<file path="config.mk">
export PLATFORM = sky130hd
export DESIGN_NAME = noc_traffic_gen
export DESIGN_NICKNAME = d
export VERILOG_FILES = /design/src/rtl/noc_pkg.sv /design/src/rtl/noc_lfsr32.sv /design/src/rtl/noc_traffic_gen.sv
export SDC_FILE = /design/constraint.sdc
export NUM_CORES = 1
export LEC_CHECK = 0
export ABC_CLOCK_PERIOD_IN_PS = 3650
export CAP_MARGIN = 20
export CORE_MARGIN = 10
export CORE_UTILIZATION = 50
export CTS_CLUSTER_DIAMETER = 150
export DETAILED_ROUTE_END_ITERATION = 6
export PLACE_DENSITY_LB_ADDON = 0.08
export REMOVE_ABC_BUFFERS = 1
export SLEW_MARGIN = 10
export SYNTH_ARGS = -nofsm -noshare
export SYNTH_HDL_FRONTEND = slang
export SYNTH_HIERARCHICAL = 1
export SYNTH_SLANG_ARGS = --single-unit
</file>
<file path="constraint.sdc">
create_clock -name clk -period 3.65 [get_ports clk]
set_clock_uncertainty 0.05 [all_clocks]
set_input_delay 0.73 -clock clk [delete_from_list [all_inputs] [get_ports clk]]
set_output_delay 0.73 -clock clk [all_outputs]
set_load 0.1 [all_outputs]
</file>
<file path="src/rtl/noc_pkg.sv">
// noc_pkg: node address table, packet layout, FSM states and LFSR taps
// shared by the mesh traffic generator and its LFSR.
package noc_pkg;

    localparam int PKT_ADDR_W = 4;
    localparam int PKT_DATA_W = 24;

    // Galois mask for x^32 + x^22 + x^2 + x + 1 (right-shifting form)
    localparam logic [31:0] LFSR_TAPS = 32'h8020_0003;

    // PE0..PE8 then memory; unused slots are 4'b1111 so they never match a real node
    localparam logic [3:0] NODE_ADDR [16] = '{
        4'b0000, 4'b0100, 4'b1000, 4'b0001, 4'b0101, 4'b1001, 4'b0010, 4'b0110,
        4'b1010, 4'b1101, 4'b1111, 4'b1111, 4'b1111, 4'b1111, 4'b1111, 4'b1111
    };

    typedef struct packed {
        logic                  filt;
        logic [PKT_ADDR_W-1:0] dst;
        logic [PKT_ADDR_W-1:0] src;
        logic [PKT_DATA_W-1:0] data;
    } packet_t;

    typedef enum logic [2:0] {
        S_IDLE, S_PICK_SRC, S_PICK_DST, S_PREP, S_SEND, S_GAP, S_DRAIN, S_DONE
    } state_t;

    function automatic logic in_table(input logic [3:0] a, input int n);
        logic hit;
        hit = 1'b0;
        for (int i = 0; i < 16; i++)
            hit = hit | ((i < n) && (NODE_ADDR[i] == a));
        return hit;
    endfunction

endpackage

</file>
<file path="src/rtl/noc_lfsr32.sv">
// noc_lfsr32: 32-bit Galois LFSR, loaded with the seed in reset and
// stepped once per enabled cycle.
module noc_lfsr32
    import noc_pkg::*;
(
    input  logic        clk,
    input  logic        rst_n,
    input  logic [31:0] i_seed,
    input  logic        i_en,
    output logic [31:0] o_value
);

    logic [31:0] r_lfsr;

    always_ff @(posedge clk) begin
        if (!rst_n)
            r_lfsr <= i_seed;
        else if (i_en)
            r_lfsr <= r_lfsr[0] ? ((r_lfsr >> 1) ^ LFSR_TAPS) : (r_lfsr >> 1);
    end

    assign o_value = r_lfsr;

endmodule

</file>
<file path="src/rtl/noc_traffic_gen.sv">
// noc_traffic_gen: random packet source over valid/ready plus a checker
// for packets returned by the mesh; repeatable from SEED.
module noc_traffic_gen
    import noc_pkg::*;
#(
    parameter int          ADDR_W     = 4,
    parameter int          DATA_W     = 24,
    parameter int          WIDTH      = 1 + 2 * ADDR_W + DATA_W,
    parameter int          NUM_NODES  = 10,
    parameter int          NUM_PKTS   = 50,
    parameter int          GAP_CYCLES = 32,
    parameter int          DATA_MOD_W = 10,
    parameter int          TIMEOUT    = 1024,
    parameter logic [31:0] SEED       = 32'hACE1_2024
) (
    input  logic             clk,
    input  logic             rst_n,
    input  logic             i_start,
    output logic             o_tx_valid,
    output logic [WIDTH-1:0] o_tx_data,
    input  logic             i_tx_ready,
    input  logic             i_rx_valid,
    input  logic [WIDTH-1:0] i_rx_data,
    output logic             o_rx_ready,
    output logic             o_busy,
    output logic             o_done,
    output logic             o_timeout,
    output logic [15:0]      o_sent_cnt,
    output logic [15:0]      o_rcvd_cnt,
    output logic [15:0]      o_err_cnt
);

    state_t             r_state;
    logic [ADDR_W-1:0]  r_src;
    logic [ADDR_W-1:0]  r_dst;
    logic [31:0]        r_wait;
    logic               r_tx_valid;
    logic [WIDTH-1:0]   r_tx_data;
    logic               r_rx_ready;
    logic               r_busy;
    logic               r_done;
    logic               r_timeout;
    logic [15:0]        r_sent;
    logic [15:0]        r_rcvd;
    logic [15:0]        r_err;

    logic [31:0]        w_lfsr;
    logic               w_lfsr_en;
    logic [3:0]         w_idx;
    logic               w_idx_ok;
    logic [3:0]         w_node;
    logic [DATA_W-1:0]  w_data;
    logic               w_tx_acc;
    logic               w_rx;
    logic [ADDR_W-1:0]  w_rx_dst;
    logic [ADDR_W-1:0]  w_rx_src;
    logic               w_rx_bad;
    logic [15:0]        w_sent_nx;
    logic [15:0]        w_rcvd_nx;
    logic [15:0]        w_err_nx;
    logic               w_unused;

    noc_lfsr32 u_lfsr (
        .clk     (clk),
        .rst_n   (rst_n),
        .i_seed  (SEED),
        .i_en    (w_lfsr_en),
        .o_value (w_lfsr)
    );

    assign w_lfsr_en = (r_state == S_PICK_SRC) || (r_state == S_PICK_DST) || (r_state == S_PREP);
    assign w_idx     = w_lfsr[3:0];
    assign w_idx_ok  = 32'(w_idx) < 32'(NUM_NODES);
    assign w_node    = NODE_ADDR[w_idx];
    assign w_data    = DATA_W'(w_lfsr[DATA_MOD_W-1:0]);

    assign w_tx_acc  = r_tx_valid & i_tx_ready;
    assign w_rx      = i_rx_valid & r_rx_ready;
    assign w_rx_dst  = i_rx_data[DATA_W+ADDR_W +: ADDR_W];
    assign w_rx_src  = i_rx_data[DATA_W +: ADDR_W];

    // Counters saturate; the in-flight check sees this cycle's tx accept too
    assign w_sent_nx = (w_tx_acc && r_sent != 16'hFFFF) ? r_sent + 16'd1 : r_sent;
    assign w_rcvd_nx = (w_rx && r_rcvd != 16'hFFFF) ? r_rcvd + 16'd1 : r_rcvd;
    assign w_rx_bad  = !in_table(w_rx_dst, NUM_NODES) || !in_table(w_rx_src, NUM_NODES)
                     || (w_rx_dst == w_rx_src) || (|i_rx_data[DATA_W-1:DATA_MOD_W])
                     || (w_rcvd_nx > w_sent_nx);
    assign w_err_nx  = (w_rx && w_rx_bad && r_err != 16'hFFFF) ? r_err + 16'd1 : r_err;

    assign w_unused  = ^{i_rx_data[WIDTH-1], w_lfsr[30:DATA_MOD_W]};

    always_ff @(posedge clk) begin
        if (!rst_n) begin
            r_state    <= S_IDLE;
            r_src      <= '0;
            r_dst      <= '0;
            r_wait     <= '0;
            r_tx_valid <= 1'b0;
            r_tx_data  <= '0;
            r_rx_ready <= 1'b0;
            r_busy     <= 1'b0;
            r_done     <= 1'b0;
            r_timeout  <= 1'b0;
            r_sent     <= '0;
            r_rcvd     <= '0;
            r_err      <= '0;
        end else begin
            r_rx_ready <= 1'b1;
            r_sent     <= w_sent_nx;
            r_rcvd     <= w_rcvd_nx;
            r_err      <= w_err_nx;
            case (r_state)
                S_IDLE, S_DONE: if (i_start) begin
                    r_sent    <= '0;
                    r_rcvd    <= '0;
                    r_err     <= '0;
                    r_done    <= 1'b0;
                    r_timeout <= 1'b0;
                    r_busy    <= 1'b1;
                    r_state   <= S_PICK_SRC;
                end
                S_PICK_SRC: if (w_idx_ok) begin
                    r_src   <= w_node;
                    r_state <= S_PICK_DST;
                end
                S_PICK_DST: if (w_idx_ok && w_node != r_src) begin
                    r_dst   <= w_node;
                    r_state <= S_PREP;
                end
                S_PREP: begin
                    r_tx_data  <= {w_lfsr[31], r_dst, r_src, w_data};
                    r_tx_valid <= 1'b1;
                    r_state    <= S_SEND;
                end
                S_SEND: if (w_tx_acc) begin
                    r_tx_valid <= 1'b0;
                    r_wait     <= '0;
                    r_state    <= (w_sent_nx == 16'(NUM_PKTS)) ? S_DRAIN :
                                  (GAP_CYCLES == 0) ? S_PICK_SRC : S_GAP;
                end
                S_GAP: begin
                    r_wait <= r_wait + 32'd1;
                    if (r_wait == 32'(GAP_CYCLES - 1))
                        r_state <= S_PICK_SRC;
                end
                S_DRAIN: if (r_rcvd == r_sent || r_wait == 32'(TIMEOUT - 1)) begin
                    r_state   <= S_DONE;
                    r_busy    <= 1'b0;
                    r_done    <= 1'b1;
                    r_timeout <= r_rcvd != r_sent;
                end else begin
                    r_wait <= r_wait + 32'd1;
                end
                default: r_state <= S_IDLE;
            endcase
        end
    end

    assign o_tx_valid = r_tx_valid;
    assign o_tx_data  = r_tx_data;
    assign o_rx_ready = r_rx_ready;
    assign o_busy     = r_busy;
    assign o_done     = r_done;
    assign o_timeout  = r_timeout;
    assign o_sent_cnt = r_sent;
    assign o_rcvd_cnt = r_rcvd;
    assign o_err_cnt  = r_err;

endmodule

</file>
==> results.py, run 1 <==
metrics = {
    "drt": {
        "post_drt_via_cell_ratio": 5.33,
        "wl_um": 21600,
        "wire_per_inst_um": 16.1,
        "postRouteAntennaNets": 0,
        "drcViolationCount": 0,
        "drt_iter0_markers": 425,
        "vias": 7136,
        "dr.pass1.iters": 5,
    },
    "timing": {
        "rsz0062_at_grt": "yes",
        "holdWs_ps": 411,
        "max_freq_mhz": 271,
        "worst_slew_pin_slew_ps": 992,
        "finalCritPeriodShare": 1.01,
        "slew_headroom": 0.337,
        "hold_viol_final": 0,
        "slew_violations": 0,
        "fin_ws_ps": -41.4,
        "finalSetupViolations": 2,
        "period_needed_ps": 3690,
    },
    "logic_synthesis": {
        "ys_seq_area_frac": 0.399,
        "synth_area_leaders": "dfxtp_1 (28%), edfxtp_1 (12%), xnor2_1 (6.8%)",
        "synth_area_sq_um": 8190,
        "synth_cells": 884,
        "synth_area_leader_cell": "dfxtp_1",
        "ys.flop_type": "dfxtp_1",
        "yosysWarnings": 6,
        "synth_edf_count": 32,
        "synth_area_per_cell_sq_um": 9.26,
        "yosys.cell_types.count": 77,
        "synth.top_cell.area_share": 0.281,
        "synthArstFlopShare": 0,
        "synth_seq_cells": 147,
    },
    "floorplanning": {
        "fp-row-count": 46,
        "start_util": 0.514,
        "die_h_um": 148,
        "fp.dieArea_sq_um": 21900,
        "design.core.area_sq_um": 15900,
        "io_pins": 124,
        "fp.dieW_um": 148,
    },
    "hold_path": {
        "holdPathStages": 2,
        "hold_class": "reg2reg",
    },
    "setup_path": {
        "start_kind": "flip-flop",
        "crit_top_cell": "o21ai_2",
        "r2r_end": "o_err_cnt[14]",
        "rrSetupSlack_ps": -40,
        "reg2reg_depth": 16,
        "cp.required_ps": 3950,
        "r2r-start": "o_rcvd_cnt[10]",
        "crit_fanout": 6,
        "cpMaxStageDelayCell": "or4_4",
        "path_cells": "nand4_1 -> nor4_4 -> nor3_2 -> and4_1 -> and2b_2 -> xor2_2 -> ha_1 -> nand2_2 -> o21ai_2 -> a31oi_2 -> o21ai_2 -> o21a_1 -> o211ai_1 -> buf_4 -> or4_4 -> a21oi_2",
        "worstPathArrival_ps": 3990,
        "critPathLaunch": "o_rcvd_cnt[10]",
        "crit_end": "o_err_cnt[14]",
        "critPathCaptureType": "flip-flop",
        "critical_path_class": "reg2reg",
        "max_stage_delay_ps": 470,
    },
    "global_route": {
        "grt_pass1_wl_um": 34900,
        "track_usage": 0.193,
        "antenna_found_initial": 0,
        "overflow": 0,
        "grt_pass1_vias": 6888,
        "grt_max_degree": 33,
    },
    "pwr": {
        "power.density_nw_per_um2": 365,
        "ir_drop_uv": 411,
        "power.leakage_nw": 4.34,
    },
    "clock_network": {
        "tritoncts": "built",
        "cts_root_buffer": "clkbuf_16",
        "clock_sink_count": 147,
        "cts_buffer_depth": 2,
        "cts.reportedPaths.clkPinSlew_ps": 70,
        "cts_made_buffers": 17,
        "clk_latency_ps": 430,
        "htreeDepth": 4,
        "ctsHoldBuffers": 0,
    },
    "place": {
        "gp_congestion": 0.923,
        "place_area_sq_um": 9960,
        "hpwl_um": 15500,
        "portBuffers": 98,
    },
    "final_layout": {
        "drive_above_1_share": 0.259,
        "syn2layout_area_growth_pct": 34.1,
        "post-route-cell-area_sq_um": 11000,
        "fin_nets": 1169,
    },
    "status": {
        "status": "finished with violations",
        "violations": "negative setup slack",
    },
    "job": {
        "maxCapViolations": 0,
    },
}
metal layers:
layer | wire (um) | vias up | track usage
met3 | 1060 | 31 | 0.0491
li1 | - | 3544 | -
met5 | 0 | - | 0
met2 | 10400 | 145 | 0.320
met4 | 407 | 0 | 0.0600
met1 | 9760 | 3416 | 0.241
registers in the layout, summed over array words and instances, names as in the netlist:
signal,flops
o_rcvd_cnt,16
o_tx_data,19
o_done,1
o_err_cnt,16
r_state,3
o_rx_ready,1
o_sent_cnt,16
r_src,4
o_busy,1
r_dst,4
r_wait,32
o_tx_valid,1
u_lfsr/o_value,32
o_timeout,1
worst min-delay path by stage:
stage / start / to / slack [ps]
final: o_tx_data[31] / o_tx_data[31] / 410
after floorplan: r_dst[0] / o_tx_data[28] / 390
after detailed placement: o_tx_data[24] / o_tx_data[24] / 410
after CTS: o_tx_data[24] / o_tx_data[24] / 420
after global placement: o_tx_data[2] / o_tx_data[2] / 400
after global routing: o_tx_data[0] / o_tx_data[0] / 440
through the flow:
step / cells / setup slack [ps] / TNS, ps / util / power (W)
3_3_place_gp: 1292 / -860 / -12250 / 0.625 / 0.00221
5_1_grt: 1337 / -217 / -2020 / 0.688 / 0.00414
3_5_place_dp: 1292 / -844 / -12510 / 0.625 / 0.00222
2_1_floorplan: 863 / -1070 / -15180 / - / 0.00209
4_1_cts: 1332 / -53.4 / -97.6 / 0.676 / 0.00403
6_report: 1338 / -41.4 / -54.1 / 0.689 / 0.00401
critical path, delay by kind of cell, from the launching register on:
kind            cells  cell delay, ps
simple gates        7            1750
xor+xnor            1             160
fa+ha+maj           1             290
flops               1             320
buf+inv             1             180
compound gates      6             860
cells in the final DEF (no fill, tap or decap), types with 7 or more instances in the layout:
| cell | Yosys | routed |
|---|---|---|
| nand4_1 | 28 | 28 |
| mux2_4 | 23 | 23 |
| nor2_1 | 65 | 64 |
| nor4_1 | 21 | 18 |
| inv_1 | 20 | 20 |
| mux2i_1 | 14 | 14 |
| o21ai_0 | 36 | 32 |
| and2_1 | 22 | 22 |
| a21oi_1 | 33 | 30 |
| dfxtp_1 | 115 | 109 |
| nand2_1 | 94 | 91 |
| xnor2_2 | 0 | 7 |
| ha_1 | 23 | 21 |
| and4_1 | 8 | 7 |
| nand3_1 | 30 | 27 |
| buf_4 | 14 | 156 |
| nand2b_1 | 7 | 7 |
| xor2_1 | 14 | 13 |
| clkbuf_16 | 0 | 17 |
| a21boi_0 | 23 | 23 |
| edfxtp_1 | 32 | 32 |
| and3_1 | 13 | 13 |
| clkdlybuf4s50_1 | 0 | 63 |
| conb_1 | 2 | 46 |
| nor2b_1 | 10 | 10 |
| xnor2_1 | 64 | 57 |
| or3_1 | 14 | 14 |
| nor3_1 | 19 | 16 |
final cells by class:
class	count	area (sq um)
clock inverters	15	189
well taps	216	270
clock buffers	17	425
inverters	20	75.1
diodes	1	2.50
multi-input cells	697	4890
repair buffers	225	1860
fillers	1329	4960
flip-flops and latches	147	3270
power breakdown:
part | internal [W] | switching (W)
Clock | 0.00104 | 0.000781
Combinational | 0.000156 | 0.000250
Sequential | 0.00174 | 0.0000466
Total | 0.00293 | 0.00108
cell families (layout without fill, tap and decap cells):
group	Yosys count	in the layout	synth area share
AND/OR/NAND/NOR	362	363	0.232
AO/OA/AOI/OAI	143	143	0.117
multiplexers	43	43	0.0675
other	2	47	0.000917
flip-flops	147	147	0.399
XOR/XNOR	79	79	0.0862
adder cells (fa/ha/maj)	23	23	0.0351
buffers and inverters	85	277	0.0622
timing repair:
| item | in CTS | in global routing |
|---|---|---|
| setup endpoints to repair | 16 | 16 |
| gates resized for setup | 35 | 35 |
| buffers inserted | 8 | 6 |
| pin swaps | 31 | 17 |
| gates cloned | 2 | 0 |
cell usage after synthesis, types with 19 or more instances:
cell      count
dfxtp_1     115
nand2_1      94
nor2_1       65
xnor2_1      64
o21ai_0      36
a21oi_1      33
edfxtp_1     32
nand3_1      30
clkbuf_1     29
nand4_1      28
a21boi_0     23
ha_1         23
mux2_4       23
and2_1       22
nor4_1       21
inv_1        20
nor3_1       19
(Power assumes the default switching activity.)
==> run 2: changes to the inputs <==
CORE_ASPECT_RATIO = 0.6   (was default)
SKIP_CTS_REPAIR_TIMING = 1   (was default)
==> results.py, run 2 (synthesized netlist as in run 1, its figures left out) <==
metrics = {
    "status": {
        "status": "finished with violations",
        "violations": "negative setup slack",
    },
    "global_route": {
        "overflow": 0,
        "grt_pass1_vias": 6477,
        "grt_max_degree": 41,
        "track_usage": 0.198,
        "grt_pass1_wl_um": 35200,
        "antenna_found_initial": 0,
    },
    "pwr": {
        "power.leakage_nw": 4.22,
        "total_power_w": 0.00400,
        "pwr-share-seq": 0.447,
        "combinationalPowerShare": 0.102,
        "ir_drop_uv": 265,
        "p_sw_w": 0.00104,
        "internal_power_w": 0.00295,
        "clkPwrFrac": 0.451,
        "swShare": 0.261,
        "power.density_nw_per_um2": 372,
    },
    "setup_path": {
        "critPathCaptureType": "flip-flop",
        "worstPathArrival_ps": 4170,
        "crit_buf_inv": 5,
        "reg2reg_depth": 19,
        "crit_top_cell": "buf_6",
        "path_cells": "nand4_1 -> nor4_2 -> buf_4 -> nor3_4 -> buf_4 -> and4_1 -> and2b_2 -> xor2_2 -> ha_1 -> nand2_2 -> buf_6 -> nor3_4 -> buf_6 -> nand3_2 -> or3b_4 -> buf_6 -> o211a_4 -> a31o_4 -> nand2_1",
        "start_kind": "flip-flop",
        "critical_path_class": "reg2reg",
        "cpMaxStageDelayCell": "or3b_4",
        "crit_family": "simple AND/OR/NAND/NOR gates",
        "cp_num_cells": 19,
        "max_stage_delay_ps": 420,
        "cp.required_ps": 3980,
        "rrSetupSlack_ps": -190,
        "crit_fanout": 6,
    },
    "clock_network": {
        "clk_latency_ps": 430,
        "htreeDepth": 4,
        "tritoncts": "built",
        "cts_buffer_depth": 2,
        "cts_root_buffer": "clkbuf_16",
        "cts_made_buffers": 17,
        "clock_sink_count": 147,
        "cts.reportedPaths.clkPinSlew_ps": 70,
    },
    "timing": {
        "slew_violations": 0,
        "max_freq_mhz": 260,
        "worst_slew_pin_slew_ps": 1040,
        "tns_ps": -2060,
        "finalSetupViolations": 16,
        "period_needed_ps": 3840,
        "slew_headroom": 0.304,
        "hold_viol_final": 0,
        "rsz0062_at_grt": "yes",
        "fin_ws_ps": -192,
        "finalCritPeriodShare": 1.05,
    },
    "job": {
        "maxCapViolations": 0,
    },
    "floorplanning": {
        "die_h_um": 119,
        "fp-row-count": 36,
        "fp.dieArea_sq_um": 22100,
        "fp.dieW_um": 185,
        "io_pins": 124,
        "start_util": 0.508,
        "design.core.area_sq_um": 16100,
    },
    "drt": {
        "post_drt_via_cell_ratio": 5.42,
        "vias": 7126,
        "postRouteAntennaNets": 0,
        "wire_per_inst_um": 16.9,
        "wl_um": 22300,
        "drcViolationCount": 0,
        "dr.pass1.iters": 5,
        "drt_iter0_markers": 618,
    },
    "place": {
        "portBuffers": 98,
        "place_ws_ps": -837,
        "hpwl_um": 16100,
        "placed_cells": 1278,
        "gp_congestion": 0.915,
    },
    "final_layout": {
        "fin_nets": 1154,
        "layout_commonest_cell": "buf_4",
        "seq_area_sq_um": 3270,
        "instances_no_fill": 1315,
        "final_cell_mix": "buf_4 (137), dfxtp_1 (109), nand2_1 (92), nor2_1 (65), clkdlybuf4s50_1 (65)",
        "filler_cell_count": 1308,
        "multi_input_area_sq_um": 4790,
        "syn2layout_area_growth_pct": 31.4,
        "drive_above_1_share": 0.232,
        "n_antenna_cell": 0,
    },
    "hold_path": {
        "hold_class": "reg2reg",
        "holdPathStages": 2,
    },
}
==> run 2: path summary, 6_finish.rpt <==
| check | start | endpoint |
|---|---|---|
| worst max-delay path | o_rcvd_cnt[12] | o_err_cnt[2] |
| worst min-delay path | o_tx_data[9] | o_tx_data[9] |
| worst max register to register | o_rcvd_cnt[12] | o_err_cnt[2] |
| worst min register to register | o_tx_data[9] | o_tx_data[9] |
==> run 2: stage by stage <==
stage           util  instance area (sq um)  hold slack [ps]
2_1_floorplan      -                   7920              391
3_3_place_gp   0.614                   9910              402
3_5_place_dp   0.614                   9910              409
4_1_cts        0.652                  10500              418
5_1_grt        0.667                  10800              440
6_report       0.667                  10800              415
==> run 2: per-layer routing <==
layer  global-route usage  routed length (um)  vias up
met2                0.267                9000      210
li1                     -                   -     3515
met4               0.0440                 189        0
met3               0.0510                1520       23
met5                    0                   0        -
met1                0.302               11600     3378
==> run 2: power groups by stage <==
| stage | clock network [W] | registers, W | logic [W] |
|---|---|---|---|
| after floorplan | 0 | 0.00184 | 0.000255 |
| after global placement | 0 | 0.00182 | 0.000396 |
| after detailed placement | 0 | 0.00182 | 0.000400 |
| after CTS | 0.00184 | 0.00179 | 0.000402 |
| after global routing | 0.00190 | 0.00179 | 0.000444 |
| final | 0.00180 | 0.00179 | 0.000408 |
==> run 2: tightest hold or removal path: cells and delay by family, from the launching register on <==
| family | cells | cell delay [ps] |
|---|---|---|
| DFF | 1 | 310 |
| AOI/OAI and AO/OA | 1 | 60 |
| and+or+nand+nor | 1 | 50 |
==> run 2: area by class of cell <==
class | count | area share
inverter | 20 | 0.00698
sequential | 147 | 0.304
clock inverter | 13 | 0.0136
clock buffer | 19 | 0.0422
timing repair buffer | 210 | 0.164
multi-input combinational | 697 | 0.445
tap | 209 | 0.0243
==> run 3: changes to the inputs <==
GPL_TIMING_DRIVEN = 0   (was default)
==> results.py, run 3 (synthesized netlist as in run 1, its figures left out) <==
metrics = {
    "status": {
        "status": "finished with violations",
        "violations": "negative setup slack",
    },
    "drt": {
        "wl_um": 21400,
        "wire_per_inst_um": 17.4,
        "drt_iter0_markers": 608,
        "post_drt_via_cell_ratio": 5.55,
        "drcViolationCount": 0,
        "vias": 6839,
        "postRouteAntennaNets": 0,
        "dr.pass1.iters": 5,
    },
    "place": {
        "placed_cells": 1174,
        "hpwl_um": 14500,
        "place_ws_ps": -1510,
        "portBuffers": 98,
        "gp_congestion": 0.912,
    },
    "final_layout": {
        "layout_commonest_cell": "clkdlybuf4s50_1",
        "instances_no_fill": 1233,
        "filler_cell_count": 1348,
        "final_cell_mix": "clkdlybuf4s50_1 (95), nand2_1 (90), dfxtp_1 (86), nor2_1 (63), xnor2_1 (61)",
        "syn2layout_area_growth_pct": 26.9,
        "drive_above_1_share": 0.173,
        "n_antenna_cell": 0,
        "fin_nets": 1072,
    },
    "setup_path": {
        "critPathCaptureType": "flip-flop",
        "r2r-start": "o_rcvd_cnt[11]",
        "critical_path_class": "reg2reg",
        "crit_fanout": 8,
        "worstPathArrival_ps": 4130,
        "critPathLaunch": "o_rcvd_cnt[11]",
        "cp.required_ps": 3950,
        "start_kind": "flip-flop",
    },
    "clock_network": {
        "cts.reportedPaths.clkPinSlew_ps": 70,
        "clk_latency_ps": 420,
        "htreeDepth": 4,
        "cts_made_buffers": 17,
        "cts_buffer_depth": 2,
        "clock_sink_count": 147,
        "cts_root_buffer": "clkbuf_16",
        "tritoncts": "built",
    },
    "timing": {
        "finalCritPeriodShare": 1.05,
        "fin_ws_ps": -174,
        "slew_headroom": 0.296,
        "max_freq_mhz": 261,
        "worst_slew_pin_slew_ps": 1060,
        "hold_viol_final": 0,
        "period_needed_ps": 3820,
        "tns_ps": -1550,
        "rsz0062_at_grt": "yes",
        "finalSetupViolations": 14,
        "slew_violations": 0,
    },
    "pwr": {
        "power.leakage_nw": 3.85,
        "power.density_nw_per_um2": 395,
        "clkPwrFrac": 0.466,
        "combinationalPowerShare": 0.100,
        "ir_drop_uv": 392,
        "swShare": 0.269,
        "pwr-share-seq": 0.434,
        "internal_power_w": 0.00300,
        "p_sw_w": 0.00111,
    },
    "floorplanning": {
        "die_h_um": 119,
        "fp-row-count": 36,
        "fp.dieArea_sq_um": 22100,
        "io_pins": 124,
        "design.core.area_sq_um": 16100,
        "start_util": 0.508,
        "fp.dieW_um": 185,
    },
    "global_route": {
        "use_met3": 0.0407,
        "grt_most_used_layer": "met1",
        "grt_pass1_wl_um": 33700,
        "grt_max_degree": 66,
        "overflow": 0,
        "antenna_found_initial": 0,
        "use_met1": 0.280,
        "grt_pass1_vias": 6314,
        "track_usage": 0.186,
        "met2_usage": 0.261,
    },
    "hold_path": {
        "hold_class": "reg2reg",
        "min-delay-start": "o_tx_data[24]",
    },
    "job": {
        "maxCapViolations": 0,
    },
}
run 3: cell count changes in the layout (fill, tap and decap cells not counted), sizes merged:
cell	change
buf	-112
bufinv	+1
clkbuf	-2
clkdlybuf4s50	+30
clkinv	-3
clkinvlp	-1
inv	+5
or2	-1
or4	+1
run 3: power groups by stage:
stage,clock (W),sequential [W],combinational [W]
after floorplan,0,0.00184,0.000255
after global placement,0,0.00182,0.000390
after detailed placement,0,0.00182,0.000394
after CTS,0.00195,0.00179,0.000397
after global routing,0.00201,0.00179,0.000445
final,0.00192,0.00178,0.000411
run 3: through the flow:
step	utilization	total power (W)	cell area (sq um)	hold slack [ps]
finish	0.644	0.00411	10400	415
global route	0.644	0.00425	10400	435
CTS	0.613	0.00413	9880	418
detailed placement	0.574	0.00222	9250	407
global placement	0.568	0.00221	9160	406
floorplan	-	0.00209	7920	391
run 3: cell type report:
class	count	area, sq um	share of cell area
tap	209	262	0.0252
clock inverter	15	204	0.0196
timing repair buffer	128	1270	0.122
inverter	20	75.1	0.00722
multi-input combinational	697	4840	0.466
clock buffer	17	425	0.0409
sequential	147	3320	0.319
run 3: worst max-delay path, cell delays in order (launching register included):
cell and delay [ps]:
dfxtp_4 400, nand4_1 200, nor4_4 430, nor3_4 80, and4_4 200, and2b_2 220
nand2_2 90, xnor2_2 70, ha_1 340, a21oi_2 220, o21ai_4 90, a31oi_4 230
o21ai_4 90, buf_6 150, or4_4 550, a31o_2 230, a21oi_1 110
run 3: final timing paths:
kind	slack, ps	end	depth (start not counted)
max	-170	o_err_cnt[7]	16
min	410	o_tx_data[24]	2
max reg2reg	-170	o_err_cnt[7]	16
min reg2reg	410	o_tx_data[24]	2
run 3: per-layer routing:
layer | vias up | part of all wire
li1 | 3375 | -
met5 | - | 0
met3 | 12 | 0.070
met1 | 3247 | 0.51
met2 | 205 | 0.41
met4 | 0 | 0.0062
==> variant 1: new RTL, config.mk and constraints of run 1 <==
Change the parameter `DATA_W` from 24 to 48.
--- a/src/rtl/noc_traffic_gen.sv
+++ b/src/rtl/noc_traffic_gen.sv
@@ -6,3 +6,3 @@
     parameter int          ADDR_W     = 4,
-    parameter int          DATA_W     = 24,
+    parameter int          DATA_W     = 48,
     parameter int          WIDTH      = 1 + 2 * ADDR_W + DATA_W,
Interface: changed (resized i_rx_data and o_tx_data); port bits go from 124 to 172. No check against the original RTL was run, so the function may have changed too.
==> variant 1 against run 1 <==
  * The flow still finishes with violations (setup timing)
  * Routed wire length shrank 3.6%
  * Final area down 1.5%
  * Maximum frequency grew 0.22%
  * Synthesized area shrank 2.6%
  * Core utilization decreased by 0.32 points
  * Worst setup slack better by 8.0 ps
  * Sequential cell count did not move
  * Critical endpoint is now o_err_cnt[11]$_SDFF_PN0_
Power is not compared: it rests on default switching activity, and its combinational part moved more than twofold at a synthesized area within 25%.
==> variant 1: results <==
set metrics [dict create \
    status "finished with violations" \
    violations "setup timing" \
    grt_max_degree 34 \
    grt_pass1_vias 6641 \
    setup.worst_path.end_class "flip-flop" \
    p_leak_nw 4.48 \
    cts_buffers 17 \
    htreeDepth 4 \
    vdd_drop_max_uv 369 \
    hold_depth 2 \
    clk_pin_slew_worst_paths_ps 70 \
    vias 6734 \
    reg2reg_to "o_err_cnt[11]$_SDFF_PN0_" \
    gp_congestion 0.880 \
    drt_iter0_markers 407 \
    critical_path_arrival_ps 4010 \
    worst_pin_slew_ps 1000 \
    min_path_type "reg -> reg" \
    portBuffers 122 \
    synth-edff-count 32 \
    setup_tns_ps -105 \
    grt_pass1_wl_um 33700 \
    clk_latency_ps 430 \
    grt_use_total 0.188 \
    synthTopCellsByCount "dfxtp_1, nor2_1, nand2_1, xnor2_1, a21oi_1" \
    nets 1181 \
    cts_repair_resize_count 30 \
    fillers 1264 \
    root_buffer "clkbuf_16" \
    drive_above_1_share 0.222 \
    setup-violations-final 6 \
    clk_path_buf_depth 2 \
    postPlaceCellArea_sq_mm 0.00980 \
    critPathMaxFanout 7 \
    dr.pass1.iters 7 \
    async_flop_share 0 \
    routedWlPerCell_um 15.7 \
    startpoint "o_rcvd_cnt[0]$_SDFF_PN0_" \
    cts_setup_buffers 9 \
    synth_area_leaders "dfxtp_1, edfxtp_1, xnor2_1, xor2_1, mux2_4" \
    antenna_found_initial 0 \
    synth.distinct_cells 68 \
    worstRegToRegCells 19 \
    seq_area_frac_synth 0.409 \
    fin_ws_ps -33.4 \
    ys_warn_count 6 \
    dp_hpwl_um 15000 \
    antenna_cells 0 \
]
-- variant 1: cell types whose count changed after synthesis, moves of 17 or more --
cell,before,now
xnor2_1,64,47
xor2_1,14,40
buf_4,14,39
o21ai_0,36,14
a21boi_0,23,2
nor2_1,65,90
-- variant 1: through the flow --
step / worst slack [ps] / instances / utilization / power (mW)
after floorplan: -777 / 853 / - / 2.94
after global placement: -816 / 1274 / 0.622 / 3.26
after detailed placement: -915 / 1274 / 0.622 / 3.27
after CTS: -21.2 / 1316 / 0.672 / 5.04
after global routing: -191 / 1325 / 0.685 / 5.26
final: -33.4 / 1325 / 0.685 / 5.02
-- variant 1: worst min path at each step --
stage,startpoint,end,slack (ps)
detailed placement,r_dst[0]$_SDFFE_PN0P_,o_tx_data[52]$_SDFFE_PN0P_,400
floorplan,r_dst[0]$_SDFFE_PN0P_,o_tx_data[52]$_SDFFE_PN0P_,380
global route,r_dst[2]$_SDFFE_PN0P_,o_tx_data[54]$_SDFFE_PN0P_,430
CTS,r_dst[0]$_SDFFE_PN0P_,o_tx_data[52]$_SDFFE_PN0P_,410
global placement,o_tx_data[8]$_SDFFE_PN0P_,o_tx_data[8]$_SDFFE_PN0P_,390
finish,o_tx_data[53]$_SDFFE_PN0P_,o_tx_data[53]$_SDFFE_PN0P_,400
-- variant 1: worst max-delay path: stages (launching register included) --
cell and delay (ps):
dfxtp_2 330, ha_4 170, nand3_4 70, nor4_4 50, a21oi_2 170, buf_4 150
nand2b_4 60, nor2_4 120, nand2_2 90, nor2_1 170, xnor2_1 130, ha_1 340
nand4_1 130, nor2_2 170, and4_4 300, o2111ai_4 140, a21o_4 280, a21bo_4 240
or4_1 400, nand2_1 70
-- variant 1: power by group --
group / internal, mW / switching [mW] / total [mW] / leakage [nW]
clock network: 1.03 / 0.709 / 1.74 / 0.280
logic: 0.416 / 0.804 / 1.22 / 2.94
registers: 1.91 / 0.147 / 2.06 / 1.25
total: 3.36 / 1.66 / 5.02 / 4.48
-- variant 1: final cells by class --
class,count,share of cell area
clock buffer,19,0.0410
clock inverter,13,0.0135
inverter,17,0.00590
multi-input combinational,690,0.432
sequential,147,0.303
tap,216,0.0250
timing repair buffer,223,0.180
-- variant 1: routing by layer --
layer	vias to the layer above	GRT usage	wire length, um
li1	3397	-	-
met1	3147	0.235	9280
met2	171	0.317	10200
met3	19	0.0510	1180
met4	0	0.0400	205
met5	-	0	0
-- variant 1: cells by family after synthesis --
| kind of cell | Yosys count | share of synthesized area |
|---|---|---|
| flops | 147 | 0.409 |
| other cells | 2 | 0.000941 |
| buf+inv | 90 | 0.0681 |
| simple gates | 353 | 0.228 |
| mux | 43 | 0.0695 |
| fa+ha+maj | 23 | 0.0361 |
| xor+xnor | 87 | 0.0955 |
| compound gates | 113 | 0.0927 |
==> variant 2: new RTL, flow settings as in run 1 <==
Without the edit above. The 8 states of `state_t` get a one-hot encoding in 8 bits.
--- a/src/rtl/noc_pkg.sv
+++ b/src/rtl/noc_pkg.sv
@@ -23,4 +23,4 @@
 
-    typedef enum logic [2:0] {
-        S_IDLE, S_PICK_SRC, S_PICK_DST, S_PREP, S_SEND, S_GAP, S_DRAIN, S_DONE
+    typedef enum logic [7:0] {
+        S_IDLE = 8'b00000001, S_PICK_SRC = 8'b00000010, S_PICK_DST = 8'b00000100, S_PREP = 8'b00001000, S_SEND = 8'b00010000, S_GAP = 8'b00100000, S_DRAIN = 8'b01000000, S_DONE = 8'b10000000
     } state_t;
Behaviour: same outputs for any inputs over 4 cycles, from zero or initial values and one cycle with rst_n low; so few cycles prove little.
==> variant 2 against run 1 <==
  * Routed wire length decreased by 6.3%
  * Sequential cell count increased by 5
  * Worst setup slack got worse by 360 ps
  * Total power increased by 5.3%
  * Final area decreased by 2.1%
  * Synthesized area decreased by 2.2%
  * Largest cell class unchanged
  * Via count decreased by 2.3%
  * The run still ends with setup timing left
  * Cell count decreased by 1.4%
  * Sequential power increased by 5%
  * Largest power group is now sequential cells
  * Global-route usage decreased by 0.69 points
==> variant 2: results <==
set metrics [dict create \
    dpl.cell_count 1281 \
    pwr-share-seq 0.441 \
    yosys-mux-area-fraction 0.0753 \
    route.met3.wl_um 1270 \
    grt_pass1_wl_um 33400 \
    reg2reg_to "o_err_cnt[0]$_SDFF_PN0_" \
    critPathMaxFanout 3 \
    combPwrFrac 0.131 \
    grt_pass1_vias 6894 \
    critical_path_arrival_ps 4360 \
    place_ws_ps -1080 \
    synth-xor-area-share 0.0886 \
    portBuffers 98 \
    synth.distinct_cells 71 \
    yosys.area_share.adder 0.0359 \
    p_leak_nw 4.25 \
    synth_area_leaders "dfxtp_1, edfxtp_1, xnor2_1, nand2_1, mux2_4" \
    nets 1151 \
    synthTopCellsByCount "dfxtp_1, nand2_1, nor2_1, xnor2_1, a21oi_1" \
    grtUsageMet1 0.221 \
    grt_use_total 0.186 \
    dp_hpwl_um 14600 \
    use_met3 0.0590 \
    syn_inst 865 \
    drive_above_1_share 0.218 \
    drt-met1-wl_um 8890 \
    clk_path_buf_depth 2 \
    gp_congestion 0.947 \
    setup_tns_ps -4680 \
    holdWs_ps 401 \
    status "finished with violations" \
    whs_endpoint "o_tx_data[26]$_SDFFE_PN0P_" \
    holdCritStartpoint "o_tx_data[26]$_SDFFE_PN0P_" \
    grt_util_met2 0.314 \
    via_per_inst 5.29 \
    violations "setup timing" \
    vias 6971 \
    routedWlPerCell_um 15.4 \
    postPlaceCellArea_sq_mm 0.00986 \
    drt_iter0_markers 325 \
    p_clk_mw 1.81 \
    worst_pin_slew_ps 992 \
    setup-violations-final 16 \
    seq_area_frac_synth 0.420 \
    antenna_cells 0 \
    power_leader "sequential cells" \
    vdd_drop_max_uv 342 \
    fillers 1303 \
    startpoint "o_rcvd_cnt[6]$_SDFF_PN0_" \
    p_switching_mw 1.09 \
    worstRegToRegCells 21 \
    fin_ws_ps -405 \
    grt_max_degree 39 \
    synth_compound_area_frac 0.0994 \
    wl_met2_um 9680 \
]
variant 2: cell types whose count changed in the layout (fill, tap and decap cells not counted), moves of 9 or more:
cell             delta
nor2_1             +24
xor2_1             +15
o21ai_0            -10
a21boi_0           -22
nor2b_1            -10
buf_4              -28
nand2_1            +12
clkdlybuf4s50_1     +9
a21oi_1            +19
variant 2: layout make-up:
| cell class | instances | area, sq um | share of cell area |
|---|---|---|---|
| Multi-Input combinational cell | 694 | 4680 | 0.435 |
| Sequential cell | 152 | 3370 | 0.314 |
| Timing Repair Buffer | 208 | 1760 | 0.164 |
| Clock buffer | 26 | 489 | 0.0455 |
| Tap cell | 216 | 270 | 0.0251 |
| Clock inverter | 6 | 114 | 0.0106 |
| Inverter | 17 | 63.8 | 0.00594 |
variant 2: repair_timing:
action	in CTS	in global routing
hold buffers	0	0
gates resized for setup	42	9
setup endpoints to repair	16	16
pin swaps	24	16
setup buffers	6	1
